File: config.mk
export PLATFORM = sky130hd
export DESIGN_NAME = piso_shift_tx_flat
export DESIGN_NICKNAME = d
export VERILOG_FILES = /design/src/rtl/piso_pkg.sv /design/src/rtl/piso_shift_tx_if.sv /design/src/rtl/piso_shift_tx_ffd_ar.sv /design/src/rtl/piso_shift_tx.sv /design/src/flat_wrapper.sv
export SDC_FILE = /design/constraint.sdc
export NUM_CORES = 1
export LEC_CHECK = 0
export ABC_AREA = 1
export CORE_AREA = 2 2 39 41
export DETAILED_ROUTE_END_ITERATION = 16
export DIE_AREA = 0 0 41 43
export GPL_ROUTABILITY_DRIVEN = 0
export PLACE_DENSITY = 0.49
export SETUP_SLACK_MARGIN = 0.2
export SLEW_MARGIN = 15
export SYNTH_ARGS = -nofsm -noshare
export SYNTH_HDL_FRONTEND = slang
export SYNTH_SLANG_ARGS = --single-unit
File: constraint.sdc
create_clock -name sclk -period 1.5 [get_ports sclk]
set_input_delay 0.3 -clock sclk [delete_from_list [all_inputs] [get_ports sclk]]
set_output_delay 0.3 -clock sclk [all_outputs]
set_load 0.005 [all_outputs]
File: src/rtl/piso_pkg.sv
// Shared definitions for the parallel-in serial-out transmitter.
// Holds the FSM state encoding and the counter-width helper.
package piso_pkg;

    localparam logic ST_IDLE  = 1'b0;
    localparam logic ST_SHIFT = 1'b1;

    // Bit count width for a WIDTH-bit word; WIDTH is at least 2, so the result is at least 1.
    function automatic int clog2_w(input int w);
        int r;
        r = 0;
        while ((1 << r) < w) begin
            r = r + 1;
        end
        return r;
    endfunction

endpackage

File: src/rtl/piso_shift_tx_if.sv
// Load handshake and serial output bundle for piso_shift_tx.
// The master drives the word and the step control. The slave is the transmitter.
interface piso_shift_tx_if #(
    parameter int WIDTH = 4
);

    logic [WIDTH-1:0] B;
    logic             load_valid;
    logic             load_ready;
    logic             shift_en;
    logic             sout;
    logic             sout_valid;
    logic             done;

    modport master (
        output B, load_valid, shift_en,
        input  load_ready, sout, sout_valid, done
    );

    modport slave (
        input  B, load_valid, shift_en,
        output load_ready, sout, sout_valid, done
    );

endinterface

File: src/rtl/piso_shift_tx_ffd_ar.sv
// Single-bit D flip-flop with asynchronous active-high reset.
// It is the storage cell of the transmitter shift chain.
module ffd_ar (
    input  logic D,
    input  logic clk,
    input  logic rst,
    output logic Q
);

    // Capture D on each rising edge; reset clears the bit immediately.
    always_ff @(posedge clk or posedge rst) begin
        if (rst) begin
            Q <= 1'b0;
        end else begin
            Q <= D;
        end
    end

endmodule

File: src/rtl/piso_shift_tx.sv
// Parallel-in serial-out transmitter.
// It accepts a word through a valid/ready handshake and shifts it out one bit per
// enabled clock. The next word may be accepted on the last-bit cycle, so words can
// follow each other with no gap.
module piso_shift_tx
    import piso_pkg::*;
#(
    parameter int WIDTH     = 4,
    parameter bit MSB_FIRST = 1'b0
) (
    input  logic           sclk,
    input  logic           rst,
    piso_shift_tx_if.slave bus
);

    localparam int CW = clog2_w(WIDTH);

    logic             state;
    logic [CW-1:0]    cnt;
    logic [WIDTH-1:0] shreg;
    logic [WIDTH-1:0] neighbour;
    logic [WIDTH-1:0] d_in;
    logic             in_shift;
    logic             step;
    logic             last_bit;
    logic             accept;

    assign in_shift = (state == ST_SHIFT);
    assign step     = in_shift & bus.shift_en;
    assign last_bit = step & (cnt == CW'(WIDTH - 1));
    assign accept   = bus.load_valid & bus.load_ready;

    assign bus.load_ready = (state == ST_IDLE) | last_bit;
    assign bus.done       = last_bit;
    assign bus.sout_valid = in_shift;
    assign bus.sout       = in_shift & (MSB_FIRST ? shreg[WIDTH-1] : shreg[0]);

    // Shift chain: each cell loads B on accept, takes its neighbour on a step, else holds.
    // The cell farthest from the output end fills with zero.
    genvar i;
    generate
        for (i = 0; i < WIDTH; i++) begin : g_chain
            if (MSB_FIRST) begin : g_toward_msb
                if (i == 0) begin : g_fill
                    assign neighbour[i] = 1'b0;
                end else begin : g_link
                    assign neighbour[i] = shreg[i-1];
                end
            end else begin : g_toward_lsb
                if (i == WIDTH - 1) begin : g_fill
                    assign neighbour[i] = 1'b0;
                end else begin : g_link
                    assign neighbour[i] = shreg[i+1];
                end
            end

            assign d_in[i] = accept ? bus.B[i] : (step ? neighbour[i] : shreg[i]);

            ffd_ar u_cell (
                .D   (d_in[i]),
                .clk (sclk),
                .rst (rst),
                .Q   (shreg[i])
            );
        end
    endgenerate

    // State and bit count: start a word on accept and count enabled steps.
    // The last step either chains the next word or returns to idle.
    always_ff @(posedge sclk or posedge rst) begin
        if (rst) begin
            state <= ST_IDLE;
            cnt   <= '0;
        end else if (state == ST_IDLE) begin
            if (accept) begin
                state <= ST_SHIFT;
                cnt   <= '0;
            end
        end else if (last_bit) begin
            cnt   <= '0;
            state <= accept ? ST_SHIFT : ST_IDLE;
        end else if (step) begin
            cnt <= cnt + CW'(1);
        end
    end

endmodule

File: src/flat_wrapper.sv
// flat-port wrapper written by rule: the top's interface ports become plain ports
module piso_shift_tx_flat import piso_pkg::*;
#(
    parameter int WIDTH     = 4,
    parameter bit MSB_FIRST = 1'b0
)
  (sclk, rst, bus_B, bus_load_valid, bus_shift_en, bus_load_ready, bus_sout, bus_sout_valid, bus_done);
  piso_shift_tx_if #(.WIDTH(WIDTH)) bus_i ();
  input  logic sclk;
  input  logic rst;
  input wire logic [$bits(bus_i.B)-1:0] bus_B;
  input wire logic [$bits(bus_i.load_valid)-1:0] bus_load_valid;
  input wire logic [$bits(bus_i.shift_en)-1:0] bus_shift_en;
  output wire logic [$bits(bus_i.load_ready)-1:0] bus_load_ready;
  output wire logic [$bits(bus_i.sout)-1:0] bus_sout;
  output wire logic [$bits(bus_i.sout_valid)-1:0] bus_sout_valid;
  output wire logic [$bits(bus_i.done)-1:0] bus_done;
  assign bus_i.B = bus_B;
  assign bus_i.load_valid = bus_load_valid;
  assign bus_i.shift_en = bus_shift_en;
  assign bus_load_ready = bus_i.load_ready;
  assign bus_sout = bus_i.sout;
  assign bus_sout_valid = bus_i.sout_valid;
  assign bus_done = bus_i.done;
  piso_shift_tx #(.WIDTH(WIDTH), .MSB_FIRST(MSB_FIRST)) u_core (.sclk(sclk), .rst(rst), .bus(bus_i));
endmodule
======== Yosys cells after proc, flatten, opt, wreduce, memory -nomap -nowiden ========
Cells that the tools add are included.
storage, ports and cells
  register bits ........................... 7
  bits of input ports ..................... 8
  output and inout bits ................... 4
  word-level logic and storage cells ...... 33
cells by class
  add/subtract/negate cells ............... 1
  eq/ne operators ......................... 2
  multiplexer cells ....................... 15
  bitwise gates (word level) .............. 6
  reductions and logical operators ........ 3
operators by type and width
  cell                   number
  $mux W1                11
  $mux W2                4
  $and A1 B1 Y1          4
  $reduce_bool A2 Y1     2
  $ne A3 B3 Y1 const B   1
  $add A2 B1 Y2 const B  1
  $eq A2 B2 Y1 const B   1
  $reduce_and A2 Y1      1
  $not A1 Y1             1
  $or A1 B1 Y1           1

======== Logic depth before layout (Yosys ltp) ========
  depth in word-level cells ............... 7
  depth in mapped cells ................... 7

======== Hierarchy ========
Synthesis repeated with hierarchy kept, for this count alone.
second synthesis, totals
  cells, all modules ...................... 52
  area total of the unflattened synthesis .. 389.1 um2
modules (own cells, without submodules)
  module         instances  cells an instance  area an instance (um2)
  piso_shift_tx  1          44                 274.0
  ffd_ar         4          2                  28.8

======== Least setup slack after synthesis ========
Ideal clock, no wire load.
  path type ............................... register to register
  start ................................... reg u_core.cnt[0]
  end ..................................... reg u_core.g_chain[0].u_cell.Q
  library setup time ...................... 0.117 ns
  data arrival time ....................... 0.972 ns
  required time ........................... 1.383 ns
  slack ................................... 0.410 ns
  stages on the path, launching flop included .. 8
  cells stage by stage .................... dfrtp_1 > ha_1 > nand3_2 > nand2_2 > nand2_4 > nand2_1 > nand3_1 > nand2_1
on the way
  cells in the longest elaborated chain, start to end .. 5
  elaborated cells on any way between the ends .. 6
RTL lines
  item                                           RTL line                    text
  from (decl)                                    piso_shift_tx.sv:19         logic [CW-1:0] cnt;
  from (signal assigned)                         piso_shift_tx.sv:83         cnt <= cnt + CW'(1);
  $eq A2 B2 Y1 *                                 piso_shift_tx.sv:30         assign last_bit = step & (cnt == CW'(WIDTH - 1));
  $and A1 B1 Y1 *                                piso_shift_tx.sv:30
  $or A1 B1 Y1 *                                 piso_shift_tx.sv:33         assign bus.load_ready = (state == ST_IDLE) | last_bit;
  named net bus_load_ready                       flat_wrapper.sv:14          output wire logic [$bits(bus_i.load_ready)-1:0] bus_load_ready;
  $and A1 B1 Y1 *                                piso_shift_tx.sv:31         assign accept = bus.load_valid & bus.load_ready;
  $mux W1 or $reduce_bool A2 Y1 (tied branches)  --
  to (signal assigned)                           piso_shift_tx_ffd_ar.sv:13  Q <= 1'b0;
  to (signal assigned)                           piso_shift_tx_ffd_ar.sv:15  Q <= D;
  to (decl)                                      piso_shift_tx_ffd_ar.sv:7   output logic Q
The timed path passes the listed nets; every way through them passes the cells marked *.
A chain may end at the register's enable or synchronous reset.

======== Final worst setup path ========
  start ................................... reg u_core.cnt[1]
  end ..................................... out bus_load_ready
on the way
  cells in the longest elaborated chain, start to end .. 3
RTL lines
  item           RTL line
  $eq A2 B2 Y1   piso_shift_tx.sv:30
  $and A1 B1 Y1  piso_shift_tx.sv:30
  $or A1 B1 Y1   piso_shift_tx.sv:33
  to (decl)      flat_wrapper.sv:14
No other way between the ends.

==> impl_summary.log <==
INFO  metric critPathMaxFanout = 2
INFO  metric min_period = 1.368 ns
INFO  metric fp-row-count = 14
INFO  metric worstSetupStartpointType = flop
INFO  metric antenna_violating_nets_post_route = 0
INFO  metric synth.distinct_cells = 13
INFO  metric die_area = 1763 µm²
INFO  metric grt_first_pass_wirelength = 1.338 mm
INFO  metric final-hold-violation-count = 0
INFO  metric report.final.slew_viol_count = 0
INFO  metric critPathKind = reg2out
INFO  metric worst_clock_skew = 0.003187 ns
INFO  metric cts-buffers-inserted = 3
INFO  metric ctsLongestPathBuffers = 2
INFO  metric nNetsFinal = 86
INFO  metric result_of_the_run = complete, no violations
INFO  metric sink_count_of_the_clock_tree = 7
INFO  metric final_layout_size_suffix_gt1_share = 35.53%
INFO  metric vias_per_cell = 4.033
INFO  metric grt_antenna_before_repair = 0
INFO  metric die_w = 41 µm
INFO  metric finish.instance_area = 620.6 µm²
INFO  metric critPathRequiredTime = 1.20 ns
INFO  metric slew_headroom = 80.94%
INFO  metric post_cts_hold_buffer_count = 0
INFO  metric dieHeight = 43 µm
INFO  metric multiInputGateArea = 156.4 µm²
INFO  metric vdd_ir_drop_max = 0.6672 mV
INFO  metric r2r_setup_slack = 0.24 ns
INFO  metric final_setup_violations = 0
INFO  metric tns = 0 ns
INFO  metric vias = 371
INFO  metric syn_area_per_cell = 7.635 µm²
INFO  metric finalCritPeriodShare = 91.17%
INFO  metric synth_top_area_cell = dfrtp_1
INFO  metric place.port_buffers = 11
INFO  metric synth_top_area_share = 46.82%
INFO  metric syn_inst = 49
INFO  metric placedInstanceArea = 549.3 µm²
INFO  metric finalWirelength = 815 µm
INFO  metric grt_start_max_net_pins = 8
INFO  metric num-fill-cells = 142
INFO  metric total_leakage_power = 0.3593 nW
INFO  metric unrepaired_setup_endpoints_after_global_routing = true
INFO  metric clkLatencyLatePin = 0.25 ns
INFO  metric cap_viol_max_count = 0
INFO  metric detailedPlace.worstSlack = -0.2707 ns
INFO  metric dr_wl_cell = 8.859 µm
INFO  metric drc = 0
INFO  metric clk_root_buffer_cell = clkbuf_4
INFO  metric tritoncts = yes
INFO  metric post-place-cells = 82
INFO  metric start_util = 27.03%
INFO  metric worst_ep_arrival_time = 1.07 ns
INFO  metric worst-slew-pin-transition = 0.2856 ns
INFO  metric commonest_non_fill_non_tap_cell_in_the_layout = nand2_1
INFO  metric final_util = 44.85%
INFO  metric timing.final.ws_setup = 0.1324 ns
INFO  metric core_area = 1384 µm²
INFO  metric post_synth_main_area_contributors = dfrtp_1 (47%), nand2_1 (15%), inv_1 (10%), nand3_1 (9.4%), ha_1 (3.3%)
INFO  metric syn_area = 374.1 µm²
INFO  metric min_path_type = in2async
INFO  metric yosysSeqAreaShare = 46.82%
INFO  metric power.total = 0.9276 mW
INFO  metric mostFrequentLayoutCells = nand2_1 (15), inv_1 (10), buf_4 (9)
INFO  metric areaGrowthSynthToFinish = 65.89%
INFO  metric maxClockFrequency = 731.2 MHz
INFO  metric crit_path_end_kind = primary output
INFO  metric pwr_density_cell = 1495 nW/µm²
INFO  metric synthesis.nets = 58
INFO  metric clk_pin_slew_worst_paths = 0.06 ns
INFO  metric dp.final_hpwl = 582.8 µm
INFO  metric hold-worst-slack = 0.2847 ns
INFO  metric drt_pass1_iterations = 3
INFO  metric boundaryPins = 12
INFO  metric htree_num_levels = 1
INFO  metric first_iter_violations = 2
INFO  metric globalRouteTotalUtil = 12.23%
INFO  metric num_antenna_cells = 0
INFO  metric layoutNonFillerInstCount = 92
INFO  metric first_global_vias = 319
INFO  metric postSynthRegisterBits = 7
INFO  metric globalRoute.totalOverflow = 0
INFO  metric area.sequential = 176.4 µm²
INFO  metric synth_warnings = 0
synthesized netlist by cell type, drive strengths merged:
library cell	number
o21ai	2
dfrtp	7
ha	1
a21oi	1
nor2	1
nand2	17
nand3	8
inv	12
critical path: stages (launching register included):
cell and delay [ns]:
dfrtp_1 0.39, ha_2 0.18, nand3_2 0.07, nand2_2 0.06
buf_2 0.12
report_power, final:
part	switching [mW]	internal [mW]	leakage, nW
Sequential	0.0455	0.269	0.0856
Clock	0.0733	0.102	0.0150
Combinational	0.193	0.245	0.259
Total	0.312	0.616	0.359
area by class of cell:
cell class	count	area share, %
Timing Repair Buffer	23	31.65
Sequential cell	7	28.43
Multi-Input combinational cell	30	25.20
Inverter	12	7.258
Clock buffer	4	4.234
Tap cell	16	3.226
worst paths after layout:
kind                                                 start                         end  cells after the start
worst min register to register  u_core.g_chain[1].u_cell.Q  u_core.g_chain[1].u_cell.Q                      2
worst min-delay path                                   rst  u_core.g_chain[0].u_cell.Q                      2
min in group sclk               u_core.g_chain[1].u_cell.Q  u_core.g_chain[1].u_cell.Q                      2
max in group asynchronous                              rst       u_core.bus.sout_valid                      2
worst max register to register       u_core.bus.sout_valid  u_core.g_chain[3].u_cell.Q                      5
worst max-delay path                         u_core.cnt[1]              bus_load_ready                      4
flip-flops by register name, summed over array words and instances (netlist names):
name and flops:
u_core.bus.sout_valid 1, u_core.cnt 2, u_core.g_chain.u_cell.Q 4
cell families after synthesis:
| family | count (synthesis) | synth area share [%] |
|---|---|---|
| simple gates | 26 | 32.77 |
| buf+inv | 12 | 12.04 |
| flops | 7 | 46.82 |
| compound gates | 3 | 5.015 |
| fa+ha+maj | 1 | 3.344 |
per-layer routing:
metal	up-vias	global-route usage (%)	share of wire (%)
met1	156	17.11	47
li1	202	-	-
met2	11	14.06	44
met5	-	0	0
met4	0	12.00	2.3
met3	2	3.141	6.4
repair_timing:
action / in CTS / in global routing
setup endpoints to repair: 4 / 4
resized for setup: 20 / 2
pin swaps: 2 / 1
hold endpoints to repair: 0 / 0
setup buffers: 4 / 2
(Power assumes the default switching activity.)
